[src/rtl/ritc_phase_scanner_param.sv]
// Phase scanner: selects one asynchronous input bit, synchronises it, and
// counts either high cycles or transitions of that bit over a fixed window
// of 2^CNT_BITS cycles. The result is presented with a level done flag.
//
// Control strobes (select_wr_i, scan_i, abort_i) are single-cycle requests
// sampled on the rising edge. There is no back-pressure. A request that
// arrives when the block cannot act on it is dropped, not queued:
// select_wr_i and scan_i act only in IDLE, and abort_i acts only in SETTLE
// or COUNT. In IDLE, abort_i overrides scan_i. busy_o is high for exactly
// the SETTLE and COUNT cycles. done_o rises after the DONE cycle and stays
// high until the next accepted scan or reset.
module ritc_phase_scanner_param #(
  parameter int NCH         = 3,
  parameter int NBITS       = 12,
  parameter int CNT_BITS    = 7,
  // Synchroniser depth, 2..4 flops behind the registered input mux.
  parameter int SYNC_STAGES = 2,
  localparam int NIN        = NCH * NBITS,
  localparam int SEL_W      = $clog2(NIN)
) (
  input  logic                user_clk_i,
  input  logic                rst_i,
  input  logic [NIN-1:0]      data_i,
  input  logic [SEL_W-1:0]    select_i,
  input  logic                select_wr_i,
  input  logic                mode_i,
  input  logic                scan_i,
  input  logic                abort_i,
  output logic                busy_o,
  output logic                done_o,
  output logic [CNT_BITS:0]   scaler_o,
  output logic                first_o,
  output logic                sel_err_o,
  output logic [1:0]          state_dbg
);

  typedef enum logic [1:0] {
    IDLE   = 2'd0,
    SETTLE = 2'd1,
    COUNT  = 2'd2,
    DONE   = 2'd3
  } state_t;

  // SETTLE runs SYNC_STAGES+1 cycles. That is long enough for a freshly
  // loaded sel_q to pass through the mux flop and the whole synchroniser.
  localparam int SET_W = $clog2(SYNC_STAGES + 1);
  localparam logic [SET_W-1:0]    SET_LAST = SET_W'(SYNC_STAGES);
  localparam logic [SET_W-1:0]    SET_ONE  = SET_W'(1);
  localparam logic [CNT_BITS-1:0] WIN_LAST = '1;
  localparam logic [CNT_BITS-1:0] WIN_ONE  = CNT_BITS'(1);
  localparam logic [SEL_W:0]      NIN_V    = (SEL_W + 1)'(NIN);

  state_t                 state_q;
  state_t                 state_d;

  logic [SEL_W-1:0]       sel_q;
  logic                   mode_q;
  logic                   mux_q;
  logic [SYNC_STAGES-1:0] sync_q;
  logic                   s;
  logic                   s_prev;
  logic                   first_cap;
  logic [SET_W-1:0]       settle_cnt;
  logic [CNT_BITS-1:0]    win_cnt;
  logic [CNT_BITS:0]      hit_cnt;
  logic [CNT_BITS:0]      hit_next;

  logic                   scan_acc;
  logic                   settle_end;
  logic                   count_end;
  logic                   count_fin;
  logic                   sel_ok;
  logic                   inc;

  // The last synchroniser flop is the sample that the counting logic uses.
  assign s = sync_q[SYNC_STAGES-1];

  // A scan starts only from IDLE, and a same-cycle abort cancels it.
  assign scan_acc   = (state_q == IDLE) && scan_i && !abort_i;
  assign settle_end = (state_q == SETTLE) && (settle_cnt == SET_LAST);
  assign count_end  = (state_q == COUNT) && (win_cnt == WIN_LAST);
  // An abort in the final COUNT cycle still cancels the result.
  assign count_fin  = count_end && !abort_i;
  assign sel_ok     = ({1'b0, select_i} < NIN_V);

  // Level mode counts high samples; transition mode counts changes.
  assign inc      = mode_q ? (s ^ s_prev) : s;
  assign hit_next = hit_cnt + {{CNT_BITS{1'b0}}, inc};

  assign busy_o    = (state_q == SETTLE) || (state_q == COUNT);
  assign state_dbg = state_q;

  // State register.
  always_ff @(posedge user_clk_i) begin
    if (rst_i) begin
      state_q <= IDLE;
    end else begin
      state_q <= state_d;
    end
  end

  // Next-state logic: scan request, settle and window timing, abort.
  always_comb begin
    state_d = state_q;
    case (state_q)
      IDLE: begin
        if (scan_acc) begin
          state_d = SETTLE;
        end
      end
      SETTLE: begin
        if (abort_i) begin
          state_d = IDLE;
        end else if (settle_end) begin
          state_d = COUNT;
        end
      end
      COUNT: begin
        if (abort_i) begin
          state_d = IDLE;
        end else if (count_end) begin
          state_d = DONE;
        end
      end
      DONE: begin
        state_d = IDLE;
      end
      default: begin
        state_d = IDLE;
      end
    endcase
  end

  // Input path: registered mux of the selected bit, then the synchroniser.
  always_ff @(posedge user_clk_i) begin
    if (rst_i) begin
      mux_q  <= 1'b0;
      sync_q <= '0;
    end else begin
      mux_q  <= data_i[sel_q];
      sync_q <= {sync_q[SYNC_STAGES-2:0], mux_q};
    end
  end

  // Select register and sticky range-error flag. These update only in IDLE.
  always_ff @(posedge user_clk_i) begin
    if (rst_i) begin
      sel_q     <= '0;
      sel_err_o <= 1'b0;
    end else if ((state_q == IDLE) && select_wr_i) begin
      if (sel_ok) begin
        sel_q     <= select_i;
        sel_err_o <= 1'b0;
      end else begin
        sel_err_o <= 1'b1;
      end
    end
  end

  // Scan datapath: settle/window counters, hit counter, result registers.
  always_ff @(posedge user_clk_i) begin
    if (rst_i) begin
      mode_q     <= 1'b0;
      settle_cnt <= '0;
      win_cnt    <= '0;
      hit_cnt    <= '0;
      s_prev     <= 1'b0;
      first_cap  <= 1'b0;
      scaler_o   <= '0;
      first_o    <= 1'b0;
      done_o     <= 1'b0;
    end else begin
      if (scan_acc) begin
        mode_q     <= mode_i;
        done_o     <= 1'b0;
        settle_cnt <= '0;
        win_cnt    <= '0;
        hit_cnt    <= '0;
      end

      if (state_q == SETTLE) begin
        settle_cnt <= settle_cnt + SET_ONE;
        if (settle_end) begin
          s_prev <= s;
        end
      end

      if (state_q == COUNT) begin
        win_cnt <= win_cnt + WIN_ONE;
        hit_cnt <= hit_next;
        s_prev  <= s;
        if (win_cnt == '0) begin
          first_cap <= s;
        end
        // Results are published only when a window completes. An abort
        // therefore leaves the previous result visible.
        if (count_fin) begin
          scaler_o <= hit_next;
          first_o  <= first_cap;
        end
      end

      if (state_q == DONE) begin
        done_o <= 1'b1;
      end
    end
  end

endmodule

[config.mk]
export PLATFORM = sky130hd
export DESIGN_NAME = ritc_phase_scanner_param
export DESIGN_NICKNAME = d
export VERILOG_FILES = /design/src/rtl/ritc_phase_scanner_param.sv
export SDC_FILE = /design/constraint.sdc
export NUM_CORES = 1
export LEC_CHECK = 0
export ABC_CLOCK_PERIOD_IN_PS = 1800
export CAP_MARGIN = 20
export CORE_ASPECT_RATIO = 2
export CORE_MARGIN = 2
export CORE_UTILIZATION = 40
export DETAILED_ROUTE_END_ITERATION = 8
export GPL_ROUTABILITY_DRIVEN = 0
export PLACE_DENSITY = 0.71
export SLEW_MARGIN = 25
export SYNTH_ARGS = -nofsm -noshare
export SYNTH_HDL_FRONTEND = slang
export SYNTH_SLANG_ARGS = --single-unit
[constraint.sdc]
create_clock -name user_clk_i -period 1.8 [get_ports user_clk_i]
set_input_delay 0.45 -clock user_clk_i [delete_from_list [all_inputs] [get_ports user_clk_i]]
set_output_delay 0.45 -clock user_clk_i [all_outputs]
set_load 0.005 [all_outputs]
### Yosys cells after proc, flatten, opt, wreduce, memory -nomap -nowiden

Index checks and enable logic that the tools add are counted.

| cells by class | value |
|---|---|
| $add $sub $neg | 3 |
| magnitude comparators | 2 |
| equal/unequal tests | 8 |
| mux-type cells | 21 |
| bitwise operators | 1 |
| reductions and logical operators | 20 |

Operator list:

| operator | number |
|---|---|
| 8-bit 2-to-1 mux | 2 |
| 2-bit 2-to-1 mux | 7 |
| 7-bit 2-to-1 mux | 2 |
| 2-bit nonzero test | 5 |
| 8-bit by 1-bit adder with 8-bit output | 1 |
| 1-bit 2-to-1 mux | 8 |
| 2-bit one-hot mux with 4 select lines | 1 |
| 2-bit AND reduction | 4 |
| 7-bit by 1-bit adder with 7-bit output (second input constant) | 1 |
| 7-bit equality test (second input constant) | 1 |
| 7-bit logical NOT | 1 |
| 6-bit by 7-bit < comparator with 1-bit output (second input constant) | 1 |
| 1-bit binary-select mux with 6-bit select | 1 |
| 2-bit equality test (second input constant) | 3 |
| 1-bit logical AND | 6 |
| 6-bit < comparator (second input constant) | 1 |
| 3-bit != test (second input constant) | 2 |
| 3-bit AND reduction | 1 |
| 2-bit by 1-bit adder with 2-bit output (second input constant) | 1 |
| 2-bit by 1-bit equality test with 1-bit output (second input constant) | 1 |
| 2-bit logical NOT | 1 |
| 2-bit != test (second input constant) | 1 |
| 1-bit logical NOT | 1 |
| 1-bit logical OR | 1 |
| 1-bit XOR | 1 |

| word-level totals | value |
|---|---|
| register bits after elaboration | 42 |
| bits of input ports | 48 |
| output and inout port bits | 14 |
| word-level logic and storage cells | 69 |

### Longest topological paths before layout

| depth | value |
|---|---|
| word-level depth | 5 |
| depth in mapped cells | 8 |
| mapped depth without buffers | 8 |

### Worst setup path before layout

Ideal clock, no wire load.

| timing path | value |
|---|---|
| path type | register -> register |
| start | register state_q[0], in the netlist state_dbg[0] |
| end | register scaler_o[2] |
| setup time | 0.086 ns |
| arrival | 1.617 ns |
| data required time | 1.714 ns |
| path slack | 0.097 ns |
| cell stages (with the launch flop) | 9 |
| path buffers | 2 |
| period minus slack after synthesis | 1.703 ns |
| cell sequence | dfxtp_1 inv_1 ha_1 buf_2 nand2b_2 nor4_4 buf_6 nor2_1 a211oi_1 |

| on the way | value |
|---|---|
| longest elaborated chain between the ends | 4 |

Ends and longest elaborated chain:

| element | RTL line | source |
|---|---|---|
| start, declared | 53 | `state_t state_q;` |
| start signal, assigned | 98 | `state_q <= state_d;` |
| 2-bit equality test * | 81, 188 |  |
| 1-bit logical AND | 81 | `assign count_end = (state_q == COUNT) && (win_cnt == WIN_LAST);` |
| 1-bit logical AND | 83 | `assign count_fin = count_end && !abort_i;` |
| 2-bit AND reduction (no line) * | n/a |  |
| end signal, assigned | 198 | `scaler_o <= hit_next;` |
| end, declared | 31 | `output logic [CNT_BITS:0] scaler_o,` |

Mark *: on every way between the ends. The rest lies on a longest branch, timed or not.
A chain may end at the register's enable or synchronous reset.

### Worst setup path after layout

| timing path | value |
|---|---|
| start | register state_q[0], in the netlist state_dbg[0] |
| end | output state_dbg[0] |

RTL lines:

| element | RTL line | source |
|---|---|---|
| end, declared | 34 | `output logic [1:0] state_dbg` |

No word-level cell between the ends.

==> flow_summary.json <==
{
  "status": "complete, no violations",
  "multi_input_area_um2": 1398,
  "slowest_stage": "clkdlybuf4s50_1",
  "ys_seq_area_frac": 0.3656,
  "synth_fp_nets": 308,
  "grt_util_met1": 0.2253,
  "antenna_found_initial": 0,
  "max_cap_violations": 0,
  "gr-total-overflow": 0,
  "crit_path_end_kind": "primary output",
  "die_h_um": 111.2,
  "synth_edf_count": 0,
  "hold_depth": 1,
  "clock_latency_ns": 0.28,
  "fin_skew_ns": 0.004183,
  "cp.arrival_ns": 1.26,
  "fmax_mhz": 586.5,
  "rsz0062_at_grt": "yes",
  "cts_sinks": 42,
  "grt_max_degree": 43,
  "worstPathMaxFanout": 4,
  "synth-async-reset-ratio": 0,
  "fin_setup_tns_ns": 0,
  "ys_warn_count": 0,
  "path_class": "reg -> out",
  "avgSynthCellArea_um2": 9.199,
  "fin_ws_ns": 0.09500,
  "reg2reg_depth": 7,
  "area_growth_pct": 44.07,
  "p_total_mw": 2.402,
  "slew_headroom": 0.7702,
  "synth_most_common_cell": "dfxtp_1",
  "fillerInstances": 501,
  "core_um2": 5612,
  "rr_endpoint": "scaler_o[1]",
  "yosysTopAreaCell": "dfxtp_1",
  "holdPathEnd": "sync_q[0]",
  "synth_cells": 250,
  "die_w_um": 57.62,
  "grt_pass1_wl_mm": 9.522,
  "yosys_most_used_dff": "dfxtp_1",
  "synth_area_leaders": "dfxtp_1 (37%), mux2i_1 (9.1%), ha_1 (5.4%), nor2_1 (4.9%), mux4_1 (4.6%)",
  "hold_path_class": "reg -> reg",
  "place_ws_ns": -0.2233,
  "min_from": "mux_q",
  "antenna_cells": 0,
  "cts_buffer_depth": 2,
  "cp-start-kind": "flop",
  "p_leak_nw": 1.197,
  "reg2reg_slack_ns": 0.14,
  "row_count": 39,
  "antenna_left": 0,
  "dp_hpwl_mm": 4.018,
  "vias": 2118,
  "synth_seq_cells": 42,
  "firstDrtPassIters": 4,
  "viasPerCell": 5.473,
  "finalNetCount": 383,
  "peakVddDrop_uv": 866.5,
  "drive_gt1_frac": 0.1564,
  "grt_usage": 0.1845,
  "path_clk_slew_ns": 0.06,
  "boundaryPins": 62,
  "timing.final.crit_period_ns": 1.705,
  "fp.dieArea_um2": 6409,
  "wl_per_cell_um": 14.54,
  "grt_pass1_vias": 2114,
  "clock-root-buffer": "clkbuf_16",
  "powerDensity_nw_per_um2": 724.9,
  "finalHoldViolCount": 0,
  "worstMarginPinSlew_ns": 0.3442,
  "htreeDepth": 2,
  "finalSetupViolations": 0,
  "fin_crit_sh": 0.9472,
  "slew_viol_final": 0,
  "wirelength_mm": 5.628,
  "gr-usage-met3": 0.03617,
  "numCtsBuffers": 5,
  "crit_required_ns": 1.35,
  "busiest_layer": "met2",
  "dr.first_iter.drc_count": 57,
  "reg2reg_from": "state_dbg[1]",
  "cts_tree": "built",
  "synth_top_cell_area_share": 0.3656,
  "crit_chain": "buf_4, clkdlybuf4s50_1",
  "yosys-top-cells-count": "dfxtp_1 (42), nor2_1 (30), mux2i_1 (21)",
  "regArea_um2": 843.3,
  "drc": 0,
  "io_buffers": 61,
  "slowest_delay_ns": 0.50,
  "initial_utilization": 0.4098,
  "gr-usage-met2": 0.3182,
  "ys_types": 48,
  "netlist_area_um2": 2300
}
## through the flow
stage	utilization	std cells	hold WS, ns	instance area, µm²
2_1_floorplan	-	250	0.4138	2300
3_3_place_gp	0.5440	375	0.4289	3053
3_5_place_dp	0.5440	375	0.4234	3053
4_1_cts	0.5777	384	0.4502	3242
5_1_grt	0.5904	387	0.4633	3313
6_report	0.5904	387	0.4421	3313
## critical path: cells and delay by family, from the launching register on
family	cells	cell delay [ns]
flops	1	0.34
buf+inv	2	0.63
## registers in the layout, summed over array words and instances, names as in the netlist
name,flops
scaler_o,8
mode_q,1
done_o,1
s_prev,1
mux_q,1
sel_err_o,1
first_cap,1
settle_cnt,2
first_o,1
sel_q,6
sync_q,2
hit_cnt,8
win_cnt,7
state_dbg,2
## layer usage
layer / up-vias / part of all wire
met5: - / 0
met3: 6 / 0.044
met1: 1013 / 0.41
met2: 49 / 0.54
li1: 1050 / -
met4: 0 / 0.0096
## cell usage in the layout, fill, tap and decap left out, drive strengths merged, types with 8 or more instances in the layout
master         count
nand3              8
ha                10
inv                8
nor2              30
o21ai             13
nand2             13
dfxtp             42
clkdlybuf4s50     60
mux2i             21
buf               21
a21oi             21
## power breakdown
group	leakage (nW)	internal [mW]	total, mW	switching, mW
combinational	0.779	0.249	0.412	0.163
sequential	0.341	0.960	0.981	0.0214
clock	0.0771	0.654	1.01	0.355
## worst max path at each step
stage	from	endpoint	slack [ns]	cells after the start
2_1_floorplan	state_dbg[0]	scaler_o[2]	0.1	8
3_3_place_gp	select_i[2]	sel_q[1]	-0.18	5
3_5_place_dp	select_i[2]	sel_q[4]	-0.22	5
4_1_cts	s_prev	scaler_o[6]	0.02	8
5_1_grt	s_prev	scaler_o[6]	-0.02	8
6_report	state_dbg[0]	state_dbg[0]	0.09	2
## what timing repair did
item,CTS,global route
pin swaps,0,1
resized for setup,7,12
hold buffers,0,0
setup endpoints to repair,1,8
buffers inserted,1,3
## area by class of cell
class	instances	share of cell area
Sequential cell	42	0.2545
Multi-Input combinational cell	185	0.4218
Timing Repair Buffer	82	0.2390
Clock inverter	2	0.01133
Inverter	9	0.01133
Tap cell	61	0.02304
Clock buffer	6	0.03890
## logic make-up after synthesis
kind of cell               share of synthesized area
adders and majority gates                    0.05441
and+or+nand+nor                               0.1872
DFF                                           0.3656
muxes                                         0.1616
AOI/OAI and AO/OA                             0.1600
xor gates and xnor gates                     0.01904
buffers and inverters                        0.05223
(Power assumes the default switching activity.)
==> variant (config.mk and constraints unchanged) <==
`NCH`: 3 -> 6.
--- a/src/rtl/ritc_phase_scanner_param.sv
+++ b/src/rtl/ritc_phase_scanner_param.sv
@@ -12,3 +12,3 @@
 module ritc_phase_scanner_param #(
-  parameter int NCH         = 3,
+  parameter int NCH         = 6,
   parameter int NBITS       = 12,
Ports: changed (resized data_i and select_i); port bits go from 62 to 99. The function was not compared with the original's and may differ.
==> variant against the unedited design <==
  * The run now ends with setup timing left
  * Sequential cell count rose by 1
  * Cell area rose by 23%
  * Sequential share of layout area down 4.0 points
  * Synthesized cell count grew 10%
  * First-iteration DRC count is 5.3% higher
  * Combinational power rose by 35%
  * Setup slack got worse by 0.11 ns
  * Count of clock-buffer cells in the layout unchanged
  * Area after synthesis increased by 15%
  * Routed wire length grew 20%
  * Clock power grew 5%
  * Total power is 9.1% higher
  * Register-to-register slack got worse by 0.16 ns
  * Largest cell class unchanged
  * Largest power group unchanged
  * Highest routed layer unchanged
==> variant: results (changes against the unedited design) <==
CP Max Fanout - 5 (+1)
Placed cells - 463 (+23%)
Top cells by count, synth - dfxtp_1 (43), nor2_1 (35), a21oi_1 (23), nand2_1 (23), mux4_2 (13)
Largest net degree at the start of global routing - 26 (-40%)
Setup Viol. Count Final - 1 (+1)
Worst slack at placement - -0.449 ns (-0.226 ns)
Biggest regs - hit_cnt: 8 flops, scaler_o: 8 flops
Detailed placer's ending HPWL - 5.31 mm (+32%)
Leakage - 1.50 nW (+25%)
Vias in the first global route - 2527 (+20%)
Failing checks - setup timing
HP Class - flip-flop to flip-flop
Clock slew at reported path FFs - 0.06 ns (about the same)
Worst path arrival time - 1.99 ns (+0.73 ns)
Maximum vdd drop - 0.000378 V (-56%)
Worst Skew - 0.00654 ns (+0.00236 ns)
Drt pass-1 iters - 4 (unchanged)
IO Port Bufs - 98 (+61%)
Ys Warns - 0 (unchanged)
Seq/Total Area, Yosys - 32.6% (-3.9 points)
Vias per cell - 5.25 (-4.0%)
Max cap viols - 0 (unchanged)
Post-synth cell types - 41 (-15%)
Status - finished, violations left
Htree depth - 2 (unchanged)
Fillcell total - 576 (+15%)
Overall Global Routing Usage - 19.4% (+0.99 points)
Initial antenna violation count - 0 (unchanged)
Share of cells above drive strength 1 - 19.2% (+3.6 points)
Root Buffer - clkbuf_16
Max Buffers Root-to-Sink - 2 (unchanged)
Routed wire per std cell - 14.2 um (-2.5%)
CTS Buf Count - 5 (unchanged)
Avg Cell Area, Syn - 9.60 um2 (+4.3%)
Top post-synthesis cells by area - dfxtp_1 (33%), mux4_2 (11%), mux4_1 (6.0%), nor2_1 (5.0%), ha_1 (4.7%)
Slew Limit Headroom - 75.2% (-1.8 points)
Global-route wire length before repair - 10.9 mm (+14%)
DRT Wirelength - 6.75 mm (+20%)
Setup_tns - -0.0194 ns (-0.0194 ns)
Async set-reset flop share out of synthesis - 0% (unchanged)
Worst-Skew Late Latency - 0.29 ns
Post-Syn Nets - 370 (+20%)
Overflow after GRT - 0 (unchanged)
Worst setup margin - -0.0194 ns (-0.114 ns)
Diodes inserted - 0 (unchanged)
Worst hold margin - 0.446 ns (+0.00364 ns)
Nets - 484 (+26%)
DRT iter0 DRCs - 60 (+5.3%)
variant: cell types whose count changed after synthesis, moves of 3 or more:
cell | unedited run | this run
a21oi_1 | 20 | 23
clkbuf_8 | 0 | 5
and3_1 | 3 | 7
nand3b_1 | 5 | 9
mux4_2 | 2 | 13
nand2_1 | 13 | 23
nor2_1 | 30 | 35
mux2i_1 | 21 | 11
variant: final timing paths:
kind	start	depth (start not counted)	end
worst max-delay path	sel_q[0]	5	mux_q
worst min-delay path	sync_q[0]	1	sync_q[1]
worst max register to register	sel_q[0]	5	mux_q
worst min register to register	sync_q[0]	1	sync_q[1]
variant: where the power goes:
group / switching (mW) / internal (mW) / leakage [nW]
sequential: 0.0222 / 0.981 / 0.352
clock: 0.370 / 0.690 / 0.0868
combinational: 0.204 / 0.353 / 1.06
variant: cell type report:
| class | instances | area (um2) | area share [%] |
|---|---|---|---|
| tap | 86 | 108 | 2.64 |
| timing repair buffer | 123 | 1190 | 29.2 |
| clock inverter | 2 | 35.0 | 0.860 |
| sequential | 43 | 873 | 21.5 |
| inverter | 7 | 26.3 | 0.645 |
| multi-input combinational | 209 | 1700 | 41.8 |
| clock buffer | 6 | 139 | 3.41 |
variant: per-stage QoR:
step           utilization [%]  cell area (um2)
6_report                  64.0             4070
5_1_grt                   64.0             4070
4_1_cts                   62.0             3940
3_5_place_dp              59.2             3770
3_3_place_gp              59.2             3770
2_1_floorplan                -             2630
variant: routing by layer:
metal  vias up  routed length, um  GRT usage (%)
li1       1228                  -              -
met4         0                182           7.31
met3        12                407           3.80
met5         -                  0              0
met1      1159               2160           19.2
met2       102               4000           36.9
variant: worst max-delay path, stage by stage, from the launching register on:
cell and delay, ns:
dfxtp_4 0.40, mux4_2 0.50, mux4_2 0.50, o21ai_1 0.12, o21bai_2 0.12, nand3_1 0.07
variant: kinds of logic after synthesis:
kind of cell | count (synthesis) | synth area share, %
simple gates | 109 | 21.0
flops | 43 | 32.6
compound gates | 51 | 11.5
mux | 32 | 22.1
fa+ha+maj | 10 | 4.74
buf+inv | 23 | 5.74
xor+xnor | 7 | 2.32
variant: timing repair:
| item | CTS | global route |
|---|---|---|
| setup endpoints to repair | 3 | 10 |
| gates resized for setup | 25 | 18 |
| pin swaps | 1 | 7 |
| cloned | 0 | 1 |
| setup buffers | 0 | 4 |
